$ cat src/rtl/uart_cmd_deframer.sv
// Oversampling 8N1 receiver and A5|OP|LEN|PAYLOAD|CSUM frame parser.
// Validated frames are double-buffered and offered to the consumer through a valid/ready handshake.
module uart_cmd_deframer #(
    parameter int  BAUD_DIV     = 27,
    parameter int  MAX_LEN      = 64,
    parameter int  TIMEOUT_BITS = 40,
    localparam int AW           = (MAX_LEN > 1) ? $clog2(MAX_LEN) : 1,
    localparam int LW           = $clog2(MAX_LEN + 1)
) (
    input  logic          CLK_BASE,
    input  logic          RESET,
    input  logic          RXD,
    output logic          CMD_VALID,
    input  logic          CMD_READY,
    output logic [7:0]    CMD_OP,
    output logic [LW-1:0] CMD_LEN,
    input  logic [AW-1:0] RD_ADDR,
    output logic [7:0]    RD_DATA,
    output logic          ERR_STB,
    output logic [2:0]    ERR_CODE,
    output logic [7:0]    ERR_CNT
);

    localparam int            DW        = $clog2(BAUD_DIV + 1);
    localparam logic [DW-1:0] DIV_LAST  = DW'(BAUD_DIV - 1);
    localparam int            TMO_TICKS = TIMEOUT_BITS * 16;
    localparam int            TW        = $clog2(TMO_TICKS + 1);
    localparam logic [TW-1:0] TMO_LAST  = TW'(TMO_TICKS - 1);
    localparam logic [7:0]    MAX_LEN_B = 8'(MAX_LEN);
    localparam logic [7:0]    SOF       = 8'hA5;

    localparam logic [2:0] E_FRAME = 3'd1;
    localparam logic [2:0] E_CSUM  = 3'd2;
    localparam logic [2:0] E_OVER  = 3'd3;
    localparam logic [2:0] E_TMO   = 3'd4;
    localparam logic [2:0] E_BUSY  = 3'd5;

    typedef enum logic [1:0] {RX_IDLE, RX_START, RX_DATA, RX_STOP} rx_st_e;
    typedef enum logic [2:0] {P_HUNT, P_OP, P_LEN, P_DATA, P_CSUM} p_st_e;

    // ---------------- synchroniser and 1/16-bit tick ----------------
    logic          rxd_s1_q, rxd_s2_q, rxd_prev_q;
    logic [DW-1:0] div_q;
    logic          tick;

    assign tick = (div_q == DIV_LAST);

    always_ff @(posedge CLK_BASE or posedge RESET) begin
        if (RESET) begin
            rxd_s1_q   <= 1'b1;
            rxd_s2_q   <= 1'b1;
            rxd_prev_q <= 1'b1;
            div_q      <= '0;
        end else begin
            rxd_s1_q   <= RXD;
            rxd_s2_q   <= rxd_s1_q;
            rxd_prev_q <= rxd_s2_q;
            div_q      <= tick ? '0 : div_q + DW'(1);
        end
    end

    // ---------------- byte receiver ----------------
    rx_st_e     rx_st_q;
    logic [3:0] tcnt_q;
    logic [2:0] bcnt_q;
    logic [7:0] shreg_q;
    logic       byte_stb_q, ferr_q;

    always_ff @(posedge CLK_BASE or posedge RESET) begin
        if (RESET) begin
            rx_st_q    <= RX_IDLE;
            tcnt_q     <= '0;
            bcnt_q     <= '0;
            shreg_q    <= '0;
            byte_stb_q <= 1'b0;
            ferr_q     <= 1'b0;
        end else begin
            byte_stb_q <= 1'b0;
            ferr_q     <= 1'b0;
            case (rx_st_q)
                RX_IDLE: begin
                    tcnt_q <= '0;
                    if (rxd_prev_q && !rxd_s2_q) rx_st_q <= RX_START;
                end
                RX_START: if (tick) begin
                    if (tcnt_q == 4'd7) begin
                        tcnt_q  <= '0;
                        bcnt_q  <= '0;
                        rx_st_q <= rxd_s2_q ? RX_IDLE : RX_DATA;
                    end else begin
                        tcnt_q <= tcnt_q + 4'd1;
                    end
                end
                // tcnt wraps 15->0, so each sample lands 16 ticks after the previous one
                RX_DATA: if (tick) begin
                    tcnt_q <= tcnt_q + 4'd1;
                    if (tcnt_q == 4'd15) begin
                        shreg_q <= {rxd_s2_q, shreg_q[7:1]};
                        bcnt_q  <= bcnt_q + 3'd1;
                        if (bcnt_q == 3'd7) rx_st_q <= RX_STOP;
                    end
                end
                RX_STOP: if (tick) begin
                    tcnt_q <= tcnt_q + 4'd1;
                    if (tcnt_q == 4'd15) begin
                        byte_stb_q <= rxd_s2_q;
                        ferr_q     <= !rxd_s2_q;
                        rx_st_q    <= RX_IDLE;
                    end
                end
                default: rx_st_q <= RX_IDLE;
            endcase
        end
    end

    // ---------------- frame parser ----------------
    p_st_e         p_st_q;
    logic [7:0]    op_sh_q, csum_q;
    logic [LW-1:0] len_sh_q, idx_q;
    logic [TW-1:0] tmo_q;
    logic          sel_q;
    logic          cmd_valid_q;
    logic [7:0]    cmd_op_q;
    logic [LW-1:0] cmd_len_q;
    logic          err_stb_q;
    logic [2:0]    err_code_q;
    logic [7:0]    err_cnt_q, rd_data_q;
    logic [7:0]    buf_q [2][MAX_LEN];

    logic       tmo_hit, byte_ok, csum_ok, accept, buf_we, err_d;
    logic [2:0] code_d;

    // The timeout only counts ticks while the line is idle, so a byte in flight never expires.
    assign tmo_hit = (p_st_q != P_HUNT) && (rx_st_q == RX_IDLE) && tick && (tmo_q == TMO_LAST);
    assign byte_ok = byte_stb_q && !tmo_hit;
    assign csum_ok = (shreg_q == csum_q);
    assign accept  = byte_ok && (p_st_q == P_CSUM) && csum_ok && (!cmd_valid_q || CMD_READY);
    assign buf_we  = byte_ok && (p_st_q == P_DATA);

    always_comb begin
        err_d  = 1'b1;
        code_d = E_FRAME;
        if (tmo_hit)                                               code_d = E_TMO;
        else if (ferr_q)                                           code_d = E_FRAME;
        else if (byte_ok && p_st_q == P_LEN && shreg_q > MAX_LEN_B) code_d = E_OVER;
        else if (byte_ok && p_st_q == P_CSUM && !csum_ok)          code_d = E_CSUM;
        else if (byte_ok && p_st_q == P_CSUM && !accept)           code_d = E_BUSY;
        else                                                       err_d  = 1'b0;
    end

    // Incoming payload always goes to the bank not currently presented.
    always_ff @(posedge CLK_BASE) begin
        if (buf_we) buf_q[~sel_q][idx_q[AW-1:0]] <= shreg_q;
    end

    always_ff @(posedge CLK_BASE or posedge RESET) begin
        if (RESET) begin
            p_st_q      <= P_HUNT;
            op_sh_q     <= '0;
            csum_q      <= '0;
            len_sh_q    <= '0;
            idx_q       <= '0;
            tmo_q       <= '0;
            sel_q       <= 1'b0;
            cmd_valid_q <= 1'b0;
            cmd_op_q    <= '0;
            cmd_len_q   <= '0;
            err_stb_q   <= 1'b0;
            err_code_q  <= '0;
            err_cnt_q   <= '0;
            rd_data_q   <= '0;
        end else begin
            rd_data_q <= buf_q[sel_q][RD_ADDR];

            err_stb_q <= err_d;
            if (err_d) begin
                err_code_q <= code_d;
                if (err_cnt_q != 8'hFF) err_cnt_q <= err_cnt_q + 8'd1;
            end

            if (accept) begin
                cmd_valid_q <= 1'b1;
                cmd_op_q    <= op_sh_q;
                cmd_len_q   <= len_sh_q;
                sel_q       <= ~sel_q;
            end else if (CMD_READY) begin
                cmd_valid_q <= 1'b0;
            end

            if (tmo_hit || ferr_q) begin
                p_st_q <= P_HUNT;
                tmo_q  <= '0;
            end else if (byte_ok) begin
                tmo_q <= '0;
                case (p_st_q)
                    P_HUNT: if (shreg_q == SOF) p_st_q <= P_OP;
                    P_OP: begin
                        op_sh_q <= shreg_q;
                        csum_q  <= shreg_q;
                        p_st_q  <= P_LEN;
                    end
                    P_LEN: begin
                        csum_q   <= csum_q ^ shreg_q;
                        len_sh_q <= shreg_q[LW-1:0];
                        idx_q    <= '0;
                        if (shreg_q > MAX_LEN_B)  p_st_q <= P_HUNT;
                        else if (shreg_q == 8'd0) p_st_q <= P_CSUM;
                        else                      p_st_q <= P_DATA;
                    end
                    P_DATA: begin
                        csum_q <= csum_q ^ shreg_q;
                        idx_q  <= idx_q + LW'(1);
                        if (idx_q + LW'(1) == len_sh_q) p_st_q <= P_CSUM;
                    end
                    default: p_st_q <= P_HUNT;
                endcase
            end else if (p_st_q != P_HUNT && rx_st_q == RX_IDLE && tick) begin
                tmo_q <= tmo_q + TW'(1);
            end
        end
    end

    assign CMD_VALID = cmd_valid_q;
    assign CMD_OP    = cmd_op_q;
    assign CMD_LEN   = cmd_len_q;
    assign RD_DATA   = rd_data_q;
    assign ERR_STB   = err_stb_q;
    assign ERR_CODE  = err_code_q;
    assign ERR_CNT   = err_cnt_q;

endmodule

$ cat config.mk
export PLATFORM = sky130hd
export DESIGN_NAME = uart_cmd_deframer
export DESIGN_NICKNAME = d
export VERILOG_FILES = /design/src/rtl/uart_cmd_deframer.sv
export SDC_FILE = /design/constraint.sdc
export NUM_CORES = 1
export LEC_CHECK = 0
export CORE_MARGIN = 8
export CORE_UTILIZATION = 53
export CTS_CLUSTER_SIZE = 8
export DETAILED_ROUTE_END_ITERATION = 12
export HOLD_SLACK_MARGIN = 0.05
export PLACE_DENSITY = 0.7
export RECOVER_POWER = 25
export SLEW_MARGIN = 20
export SYNTH_ARGS = -nofsm -noshare
export SYNTH_HDL_FRONTEND = slang
export SYNTH_SLANG_ARGS = --single-unit
$ cat constraint.sdc
create_clock -name CLK_BASE -period 7 [get_ports CLK_BASE]
set_input_delay 1.05 -clock CLK_BASE [delete_from_list [all_inputs] [get_ports CLK_BASE]]
set_output_delay 1.05 -clock CLK_BASE [all_outputs]
set_load 0.01 [all_outputs]
==> results.ini, run 1 <==
[global_routing]
antenna_found_initial = 4
grt_pass1_wl_um = 149000
grt_usage_pct = 21.3
grt_max_degree = 109
grt_pass1_vias = 23200
grt_overflow = 0

[drt]
routed_via_density = 6.35
drc = 0
antenna_left = 0
routedWlPerCell_um = 28.3
wl_um = 99000
first_iter_violations = 2189
firstDrtPassIters = 5
num_vias = 22200

[run_status]
outcome = finished with violations
violations = max-capacitance violations, max-slew violations

[timing]
rsz0062_at_grt = no
hold_viol = 0
layout_min_cycle_time_ns = 4.44
setup_ws_ns = 2.56
post-route-period-util_pct = 63.5
report.final.slew_viol_count = 388
max_freq_mhz = 225
final.setup_skew_ns = 0.0259
setup_viol = 0
fin_hold_ws_ns = 0.361
worstMarginPinSlew_ns = 2.51
slew_headroom_pct = -67.1
fin_tns_setup_ns = 0

[min_path]
worstHoldPathType = reg2reg

[worst_setup_path]
crit_chain = xor2_1 > nor4_1 > nand3_1 > nor2_2 > mux2_2
slowest_delay_ns = 2.03
cp.arrival_ns = 5.05
worst-setup-path-type = reg2reg
critPathBufInv = 0
end_kind = flip-flop
cp.required_ns = 7.61
start_kind = flip-flop
crit_slowest_cell = dfrtp_1
cp_top_family = flip-flops
path_max_fanout = 67

[power]
power_density_mw_per_mm2 = 284
combinationalPowerShare_pct = 1.1
p_sw_share_pct = 19.9
clkPwrFrac_pct = 48.0
seq_power_share_pct = 51.0
peakVddDrop_mv = 0.211
power_leakage_uw = 0.0135
finalPower_uw = 14300
internal_power_uw = 11400
switchingPower_uw = 2850

[synthesis]
syn_area_per_cell_um2 = 19.6
synth_ff_type = edfxtp_1
ys_seq_area_share_pct = 75.3
synth_top_area_share_pct = 69.2
ys_ff_latch = 1131
synth_edf_count = 1024
synth_top_area_cell = edfxtp_1
syn-num-nets = 2281
synth_area_mm2 = 0.0444
syn_inst = 2263
synth_cell_types = 61
yosysMostFrequentCell = edfxtp_1
synthTopCellsByCount = 1024 x edfxtp_1, 256 x mux4_2, 182 x nor2_1
synthTopCellsByArea = edfxtp_1 69%, mux4_2 13%, dfrtp_1 5.9%, nor2_1 1.5%, mux2i_1 1.5%
async_flop_share_pct = 9.46
ys.warnings.count = 0

[clock_tree]
cts_tree = done
cts_max_path_buffers = 3
clock_sinks = 1131
cts-resized-gates = 0
path_clk_slew_ns = 0.05
cts_root_buf = clkbuf_16
postCtsSetupBuffers = 0
clock_latency_ns = 0.74
htreeDepth = 4
numCtsBuffers = 159
hold_buffers = 0

[layout]
layout-drive-gt1-share_pct = 21.9
nFillCells = 5767
seq_area_mm2 = 0.0334
area_growth_pct = 13.3
instances_no_fill = 3500
nets = 2386
multiInputGateArea_mm2 = 0.0104
diodes = 0

[place]
place_ws_ns = 2.98
dpl.cell_count = 3287
place.gp.congestion = 0.841
post-dp-hpwl_um = 58000
portBuffers = 45

[run]
cap_violations = 7

[die]
core_area_mm2 = 0.0833
rows = 106
initial_core_util_pct = 53.3
die-area_mm2 = 0.0933
io_pins = 46
die_h_um = 306
die_w_um = 306

==> power groups by stage <==
stage	clock [uW]	sequential, uW	combinational (uW)
finish	6860	7290	152
global route	7210	7280	161
CTS	6940	7290	153
detailed placement	0	7410	153
global placement	0	7410	150
floorplan	0	7410	95.8
==> per-layer routing <==
layer  wire length (um)  vias to the layer above  GRT usage (%)
li1                   -                     9349              -
met3               8400                      211           5.22
met2              49000                     1048           34.5
met4               2920                        6           6.76
met1              38700                    11600           28.6
met5                 41                        -              0
==> layout by cell type, fill, tap and decap left out, types with 26 or more instances in the layout <==
cell type,count
nand2_1,79
o22ai_1,41
mux4_2,256
clkbuf_16,159
nor2_1,182
buf_4,26
mux2i_1,68
mux2_2,42
clkdlybuf4s50_1,40
clkbuf_1,37
dfrtp_1,103
o21ai_0,43
edfxtp_1,1024
==> final timing paths <==
path | slack, ns | endpoint | start | cells after the start
setup / recovery | 2.56 | CMD_OP[0] | shreg_q[1] | 5
hold / removal | 0.36 | rxd_s2_q | rxd_s1_q | 0
setup reg to reg | 2.56 | CMD_OP[0] | shreg_q[1] | 5
hold reg to reg | 0.36 | rxd_s2_q | rxd_s1_q | 0
max in group asynchronous | 4.47 | sel_q | RESET | 3
min in group asynchronous | 1.13 | shreg_q[3] | RESET | 2
==> per-stage QoR <==
stage / utilization (%) / instance area, um2
5_1_grt: 60.4 / 50300
3_5_place_dp: 55.2 / 45900
4_1_cts: 60.4 / 50300
6_report: 60.4 / 50300
3_3_place_gp: 55.1 / 45900
2_1_floorplan: - / 44400
==> final cells by class <==
type | instances | share of cell area [%]
Sequential cell | 1131 | 66.4
Multi-Input combinational cell | 991 | 20.7
Clock buffer | 197 | 8.21
Timing Repair Buffer | 76 | 1.42
Tap cell | 1080 | 2.69
Inverter | 9 | 0.0696
Clock inverter | 16 | 0.517
==> worst register-to-register path, cell delays in order (launching register included) <==
cell and delay [ns]:
dfrtp_1 2.03, xor2_1 0.18, nor4_1 0.71, nand3_1 0.25
nor2_2 0.72, mux2_2 0.42
==> registers in the layout, summed over array words and instances, names as in the netlist, 7 cells and up, named ones only <==
register  cells
shreg_q       8
ERR_CNT       8
tmo_q        10
CMD_OP        8
idx_q         7
op_sh_q       8
buf_q      1024
csum_q        8
len_sh_q      7
CMD_LEN       7
RD_DATA       8
==> cell families (layout without fill, tap and decap cells) <==
group / Yosys count / count (layout) / share of synthesized area [%]
buffers and inverters: 141 / 298 / 1.38
multiplexers: 367 / 367 / 15.6
adder cells (fa/ha/maj): 8 / 8 / 0.225
flip-flops: 1131 / 1131 / 75.3
AO/OA/AOI/OAI: 194 / 194 / 2.86
AND/OR/NAND/NOR: 388 / 388 / 4.00
XOR/XNOR: 34 / 34 / 0.670
Power figures use the tool's default switching activity.
==> run 2, diff against run 1 <==
--- a/config.mk
+++ b/config.mk
@@ -10,7 +10,7 @@
 export CTS_CLUSTER_SIZE = 8
 export DETAILED_ROUTE_END_ITERATION = 12
 export HOLD_SLACK_MARGIN = 0.05
-export PLACE_DENSITY = 0.7
+export PLACE_DENSITY = 0.73
 export RECOVER_POWER = 25
 export SLEW_MARGIN = 20
 export SYNTH_ARGS = -nofsm -noshare
==> constraint.sdc (replaced) <==
create_clock -name CLK_BASE -period 3.64 [get_ports CLK_BASE]
set_input_delay 0.546 -clock CLK_BASE [delete_from_list [all_inputs] [get_ports CLK_BASE]]
set_output_delay 0.546 -clock CLK_BASE [all_outputs]
set_load 0.01 [all_outputs]
==> run 2 against run 1 <==
The run still ends with max-capacitance violations, max-slew violations left; global-route usage is 0.50 points higher; via count is 2.7% higher; first-iteration DRC count is 33% higher; hold slack worse by 0.00087 ns; largest power group unchanged; sequential cell count stayed put; clock skew is 0.00068 ns lower.
==> results.ini, run 2 (synthesis results as in run 1) <==
[clock_tree]
cts-resized-gates = 0  ; unchanged
cts_tree = done
numCtsBuffers = 159  ; unchanged
path_clk_slew_ns = 0.05  ; about the same
clock_latency_ns = 0.73  ; about the same
htreeDepth = 4  ; unchanged
cts_root_buf = clkbuf_16
clock_sinks = 1131  ; unchanged
postCtsSetupBuffers = 0  ; unchanged
cts_max_path_buffers = 3  ; unchanged
hold_buffers = 0  ; unchanged

[global_routing]
busiest_layer = met2
grt_pass1_vias = 24100  ; +4.1%
grtUsageMet2_pct = 35.6  ; +1.0 points
use_met3_pct = 5.57  ; +0.35 points
antenna_found_initial = 1  ; -3
grt_usage_pct = 21.8  ; +0.50 points
grt_max_degree = 99  ; -9.2%
grt_pass1_wl_um = 153000  ; +2.9%
grt_use_met1_pct = 28.4  ; -0.19 points
grt_overflow = 0  ; unchanged

[timing]
layout_min_cycle_time_ns = 3.33  ; -1.11 ns
final.setup_skew_ns = 0.0252  ; -0.000684 ns
fin_tns_setup_ns = 0  ; unchanged
setup_viol = 0  ; unchanged
report.final.slew_viol_count = 233  ; -40%
rsz0062_at_grt = no
hold_viol = 0  ; unchanged
max_freq_mhz = 300  ; +33%
worstMarginPinSlew_ns = 2.60  ; +0.0889 ns
post-route-period-util_pct = 91.6  ; +28 points
slew_headroom_pct = -73.0  ; -5.9 points

[layout]
nFillCells = 5538  ; -4.0%
final_common_cell = edfxtp_1
final_cell_mix = 1024 x edfxtp_1, 256 x mux4_2, 182 x nor2_1
layout-drive-gt1-share_pct = 25.0  ; +3.1 points
diodes = 0  ; unchanged
instances_no_fill = 3617  ; +3.3%
largest_register_ff_count = 1024  ; unchanged
area_growth_pct = 15.5
nets = 2493  ; +4.5%

[worst_setup_path]
cp.arrival_ns = 3.79  ; -1.26 ns
start_kind = flip-flop
path_max_fanout = 55  ; -18%
worst-setup-path-type = reg2reg
cp.required_ns = 4.09  ; -3.52 ns
end_kind = flip-flop

[die]
io_pins = 46  ; unchanged
die_w_um = 306  ; unchanged
die_h_um = 306  ; unchanged
initial_core_util_pct = 53.3  ; unchanged
rows = 106  ; unchanged
core_area_mm2 = 0.0833  ; unchanged
die-area_mm2 = 0.0933  ; unchanged

[run]
cap_violations = 4  ; -3

[drt]
firstDrtPassIters = 6  ; +1
first_iter_violations = 2903  ; +33%
routed_via_density = 6.31  ; -0.62%
routedWlPerCell_um = 28.1  ; -0.69%
num_vias = 22800  ; +2.7%
wl_um = 102000  ; +2.6%
antenna_left = 0  ; unchanged
drc = 0  ; unchanged

[min_path]
worstHoldPathType = reg2reg

[power]
power_density_mw_per_mm2 = 539  ; +90%
peakVddDrop_mv = 0.430  ; +100%
power_leakage_uw = 0.0141  ; +4.6%
finalPower_uw = 27600  ; +93%

[place]
place.gp.congestion = 0.923  ; +9.7%
portBuffers = 45  ; unchanged
dpl.cell_count = 3394  ; +3.3%
post-dp-hpwl_um = 61600  ; +6.2%

[run_status]
violations = max-capacitance violations, max-slew violations
outcome = finished with violations

run 2: cell count changes in the layout (fill, tap and decap cells not counted), moves of 3 or more:
cell / before / now
inv_6: 5 / 2
dfrtp_1: 103 / 99
clkbuf_1: 37 / 50
clkbuf_2: 0 / 3
buf_6: 3 / 0
buf_12: 2 / 11
clkbuf_16: 159 / 162
buf_4: 26 / 121
dfrtp_4: 1 / 5
run 2: worst paths after layout:
path                       slack, ns  depth (start not counted)        from       endpoint
hold / removal                  0.36                          0    rxd_s1_q       rxd_s2_q
hold reg to reg                 0.36                          0    rxd_s1_q       rxd_s2_q
max in group asynchronous       0.60                          2       RESET     shreg_q[1]
min in group asynchronous       1.17                          2       RESET     ERR_CNT[4]
setup reg to reg                0.31                          2  shreg_q[6]  buf_q[1][326]
setup / recovery                0.31                          2  shreg_q[6]  buf_q[1][326]
run 2: final cells by class:
| type | instances | area [um2] | area share, % |
|---|---|---|---|
| Timing Repair Buffer | 183 | 1600 | 3.13 |
| Tap cell | 1080 | 1350 | 2.63 |
| Inverter | 9 | 33.8 | 0.0658 |
| Multi-Input combinational cell | 991 | 10400 | 20.2 |
| Clock inverter | 13 | 255 | 0.497 |
| Clock buffer | 210 | 4230 | 8.25 |
| Sequential cell | 1131 | 33400 | 65.2 |
run 2: stage by stage:
| stage | util, % | hold slack [ns] | setup WS [ns] | instance area [um2] |
|---|---|---|---|---|
| final | 61.6 | 0.360 | 0.306 | 51300 |
| after floorplan | - | 0.345 | 0.00114 | 44400 |
| after detailed placement | 56.3 | 0.348 | 0.364 | 46900 |
| after CTS | 61.6 | 0.202 | 0.372 | 51300 |
| after global routing | 61.6 | 0.358 | 0.126 | 51300 |
| after global placement | 56.3 | 0.348 | 0.469 | 46900 |
run 2: worst max-delay path, cell delays in order (launching register included):
cell	delay (ns)
dfrtp_1	1.21
clkbuf_2	1.16
buf_4	0.64
run 2: power breakdown:
part	leakage [uW]	internal [uW]	switching, uW
sequential	0.00846	14000	9.42
clock	0.00216	8060	5250
combinational	0.00351	109	215
run 2: metal layers:
metal / up-vias / wire length [um]
met3: 252 / 8770
met2: 1135 / 50700
met1: 11800 / 38600
li1: 9590 / -
met5: - / 0
met4: 0 / 3590
